[config.mk]
export PLATFORM = sky130hd
export DESIGN_NAME = pwm_multichannel
export DESIGN_NICKNAME = d
export VERILOG_FILES = /design/src/rtl/pwm_multichannel.sv
export SDC_FILE = /design/constraint.sdc
export NUM_CORES = 1
export LEC_CHECK = 0
export ABC_AREA = 1
export BUFFER_PORTS_ARGS = -buffer_cell sky130_fd_sc_hd__clkbuf_2
export CAP_MARGIN = 25
export CORE_ASPECT_RATIO = 0.6
export CORE_MARGIN = 4
export CORE_UTILIZATION = 35
export DETAILED_ROUTE_END_ITERATION = 16
export PLACE_DENSITY_LB_ADDON = 0.08
export SYNTH_ARGS = -nofsm -noshare
export SYNTH_HDL_FRONTEND = slang
export SYNTH_SLANG_ARGS = --single-unit
export TNS_END_PERCENT = 5
[constraint.sdc]
create_clock -name clk -period 6 [get_ports clk]
set_clock_uncertainty 0.2 [all_clocks]
set_input_delay 1.8 -clock clk [delete_from_list [all_inputs] [get_ports clk]]
set_output_delay 1.8 -clock clk [all_outputs]
set_load 0.005 [all_outputs]
[src/rtl/pwm_multichannel.sv]
// rtl/pwm_multichannel.sv - multi-channel PWM with shared period counter and shadowed duty/period
module pwm_multichannel #(
    parameter int WIDTH    = 16,
    parameter int CHANNELS = 4,
    parameter int CW       = (CHANNELS > 1) ? $clog2(CHANNELS) : 1
) (
    input  logic                clk,
    input  logic                rst_n,
    input  logic                start,
    input  logic                center,
    input  logic [WIDTH-1:0]    period,
    input  logic                wr_en,
    input  logic [CW-1:0]       wr_ch,
    input  logic [WIDTH-1:0]    wr_duty,
    input  logic [CHANNELS-1:0] polarity,
    input  logic [CHANNELS-1:0] ch_en,
    output logic [CHANNELS-1:0] pwm,
    output logic                period_end
);

    localparam logic [CW:0] CH_LIMIT = (CW+1)'(CHANNELS);

    logic [WIDTH-1:0]    duty_sh  [CHANNELS];
    logic [WIDTH-1:0]    duty_act [CHANNELS];
    logic [WIDTH-1:0]    period_act;
    logic                mode_act;
    logic [WIDTH-1:0]    cnt;
    logic                dir_down;

    logic [WIDTH-1:0]    cnt_nxt;
    logic                dir_down_nxt;
    logic                reload;
    logic [CHANNELS-1:0] pwm_run;
    logic                wr_ok;

    assign wr_ok = wr_en && ({1'b0, wr_ch} < CH_LIMIT);

    // Center mode with P=0 collapses to edge behaviour; P=1 in center mode
    // reaches the 1->0 reload directly from the top of the count.
    always_comb begin
        reload       = 1'b0;
        cnt_nxt      = cnt + WIDTH'(1);
        dir_down_nxt = dir_down;
        if (!mode_act || period_act == '0) begin
            if (cnt >= period_act) begin
                reload  = 1'b1;
                cnt_nxt = '0;
            end
        end else if (!dir_down) begin
            if (cnt >= period_act) begin
                if (period_act == WIDTH'(1)) begin
                    reload  = 1'b1;
                    cnt_nxt = '0;
                end else begin
                    dir_down_nxt = 1'b1;
                    cnt_nxt      = cnt - WIDTH'(1);
                end
            end
        end else begin
            cnt_nxt = cnt - WIDTH'(1);
            if (cnt <= WIDTH'(1)) begin
                reload  = 1'b1;
                cnt_nxt = '0;
            end
        end
        if (reload) begin
            dir_down_nxt = 1'b0;
        end
    end

    always_comb begin
        pwm_run = polarity;
        for (int i = 0; i < CHANNELS; i++) begin
            if (ch_en[i]) begin
                pwm_run[i] = (cnt < duty_act[i]) ^ polarity[i];
            end
        end
    end

    always_ff @(posedge clk or negedge rst_n) begin
        if (!rst_n) begin
            for (int i = 0; i < CHANNELS; i++) begin
                duty_sh[i]  <= '0;
                duty_act[i] <= '0;
            end
            period_act <= '0;
            mode_act   <= 1'b0;
            cnt        <= '0;
            dir_down   <= 1'b0;
            pwm        <= '0;
            period_end <= 1'b0;
        end else begin
            if (wr_ok) begin
                duty_sh[wr_ch] <= wr_duty;
            end
            if (!start) begin
                cnt        <= '0;
                dir_down   <= 1'b0;
                pwm        <= polarity;
                period_end <= 1'b0;
                duty_act   <= duty_sh;
                period_act <= period;
                mode_act   <= center;
            end else begin
                cnt        <= cnt_nxt;
                dir_down   <= dir_down_nxt;
                pwm        <= pwm_run;
                period_end <= reload;
                // Active set is taken from the pre-write shadow on the reload edge.
                if (reload) begin
                    duty_act   <= duty_sh;
                    period_act <= period;
                    mode_act   <= center;
                end
            end
        end
    end

endmodule
==> impl_metrics.yaml <==
cells_and_area:
  final_core_util: 0.3965
  syn_to_final_growth_pct: 11.44
  final_cells: 1584
  diodes: 0
  drive_gt1_frac: 0.09395
  final_nets: 1337
synthesis:
  yosys.cell_count.top_type: "nand2_1"
  yosysWarnings: 0
  synth_common_cells: "nand2_1 (340), dfrtp_1 (167), inv_1 (146)"
  ys_types: 28
  synth_area_um2: 9399
  yosysTopAreaCellShare: 0.4446
  synth-edff-count: 0
  async_flop_share: 1.000
  seq_area_frac_synth: 0.4446
  ys.flop_type: "dfrtp_1"
  yosysTopAreaCell: "dfrtp_1"
  synth-seq-cells: 167
  synth_area_leaders: "dfrtp_1 (44%), nand2_1 (14%), ha_1 (11%), nand3_1 (6.4%), inv_1 (5.8%)"
  syn_area_per_cell_um2: 7.938
  synth_cells: 1184
  syn_nets: 1310
critical_path:
  critPathRequiredTime_ns: 6.13
  crit_buf_inv: 1
  critPathMaxStageDelay_ns: 0.70
  arrival_ns: 3.79
  worstSetupPathType: "reg2reg"
  crit_chain: "ha_1 > a21oi_1 > o21ai_0 > nor2_2 > nand3_1 > nand2_2 > nand2_2 > buf_12 > nand2_1 > nand2_1"
  crit_slowest_cell: "dfrtp_1"
  startpoint_type: "register"
  critical_path.max_fanout: 47
  critPathCaptureType: "register"
  cpLargestDelayFamily: "simple AND/OR/NAND/NOR gates"
clock_network:
  cts_setup_buffers: 0
  clk_path_buf_depth: 2
  cts_hold_buf: 0
  root_buffer: "clkbuf_16"
  cts_tree: "built"
  numCtsBuffers: 17
  h-tree-depth: 4
  clock_sinks: 167
  clk_latency_ns: 0.44
  path_clk_slew_ns: 0.07
  post_cts_resized: 0
timing:
  period_share: 0.6101
  fin_setup_tns_ns: 0
  maxSlewViolCount: 0
  setup_viol: 0
  rsz0062_at_grt: "no"
  hold_viol_final: 0
  post-route-min-period_ns: 3.661
  fmax_mhz: 273.2
  worstMarginPinSlew_ns: 0.9941
  timing.hold.ws_ns: 0.2664
  slew-limit-headroom: 0.3372
detailed_routing:
  drcViolationCount: 0
  top_layer: "met4"
  dr.pass1.iters: 5
  antenna_left: 0
  drt-met1-wl_um: 14420
  via_per_inst: 4.781
  routed_wl_um: 25990
  route.met3.wl_um: 1070
  wl_per_cell_um: 16.41
  dr.first_iter.drc_count: 697
  vias: 7573
  route.met2.wl_um: 10250
job:
  maxCapViolCount: 0
worst_hold_path:
  hold_class: "reg2reg"
floorplan:
  ios: 52
  num_rows: 46
  die_y_um: 134.9
  dieArea_um2: 29630
  start_util: 0.3558
  die_x_um: 219.6
  coreArea_um2: 26420
power:
  totalPowerFinal_mw: 2.929
  leakage_nw: 5.592
  ir_drop_uv: 148.8
  p_per_area_nw_per_um2: 279.6
global_route:
  grt_pass1_wl_um: 42350
  grt.total_usage: 0.1870
  grt_pass1_vias: 7335
  grt_antenna_before_repair: 0
  grt_start_max_net_pins: 86
  grt_overflow: 0
placed_design:
  hpwl_um: 17770
  place_inst: 1552
  portBuffers: 51
  gp_congestion: 0.8159
outcome:
  status: "completed"
-- cells by family after synthesis --
kind of cell / after synthesis / synth area share
and+or+nand+nor: 579 / 0.2610
buffers and inverters: 201 / 0.09212
DFF: 167 / 0.4446
AOI/OAI and AO/OA: 135 / 0.07561
adders and majority gates: 79 / 0.1052
xor gates and xnor gates: 23 / 0.02143
-- tightest hold or removal path, delay by kind of cell (launching register included) --
family / cells / cell delay (ns)
flops: 1 / 0.34
simple gates: 2 / 0.09
-- where the power goes --
part / total [mW] / leakage (nW) / internal, mW / switching, mW
clock: 1.08 / 0.259 / 0.586 / 0.492
combinational: 0.479 / 3.21 / 0.177 / 0.302
sequential: 1.37 / 2.12 / 1.28 / 0.0931
total: 2.93 / 5.59 / 2.04 / 0.887
-- per-stage QoR --
| step | setup slack (ns) | instance area [um^2] |
|---|---|---|
| finish | 2.339 | 10470 |
| global route | 1.990 | 10470 |
| CTS | 2.299 | 10470 |
| detailed placement | 2.188 | 9905 |
| global placement | 2.205 | 9905 |
| floorplan | 2.998 | 9399 |
-- sequential cells by signal, summed over array words and instances, names as in the netlist --
register and cells:
duty_act 64, duty_sh 64, cnt 16, period_act 16, pwm 4, dir_down 1, mode_act 1, period_end 1
-- routing by layer --
| layer | GRT usage | vias to the layer above |
|---|---|---|
| met5 | 0 | - |
| met4 | 0.04384 | 0 |
| met3 | 0.03935 | 16 |
| met2 | 0.2546 | 131 |
| met1 | 0.2982 | 3561 |
| li1 | - | 3865 |
-- placed cells by master (no fill, tap or decap), types with 28 or more instances in the layout --
cell type and count:
ha_1 79, nand2_1 339, clkbuf_2 49, inv_1 146, dfrtp_1 167, nand4_1 28
a21oi_1 52, o21ai_0 72, nor2_1 65, nand3_1 119
-- final timing paths --
| check | start | endpoint | slack [ns] | cells past startpoint |
|---|---|---|---|---|
| setup / recovery | cnt[13]$_DFF_PN0_ | duty_act[46]$_DFFE_PN0P_ | 2.34 | 10 |
| hold / removal | duty_sh[40]$_DFFE_PN0P_ | duty_act[40]$_DFFE_PN0P_ | 0.27 | 2 |
| setup reg to reg | cnt[13]$_DFF_PN0_ | duty_act[46]$_DFFE_PN0P_ | 2.34 | 10 |
| hold reg to reg | duty_sh[40]$_DFFE_PN0P_ | duty_act[40]$_DFFE_PN0P_ | 0.27 | 2 |
| max in group asynchronous | rst_n | duty_act[25]$_DFFE_PN0P_ | 3.37 | 2 |
| min in group asynchronous | rst_n | duty_act[51]$_DFFE_PN0P_ | 1.22 | 1 |
-- final cells by class --
class,instances,area [um^2]
Clock inverter,13,126.4
Tap cell,360,450.4
Timing Repair Buffer,60,354.1
Sequential cell,167,4179
Clock buffer,19,442.9
Multi-Input combinational cell,816,4362
Inverter,149,559.3
Fill cell,2789,15940
Note: power is estimated with default switching activity, not from simulation.
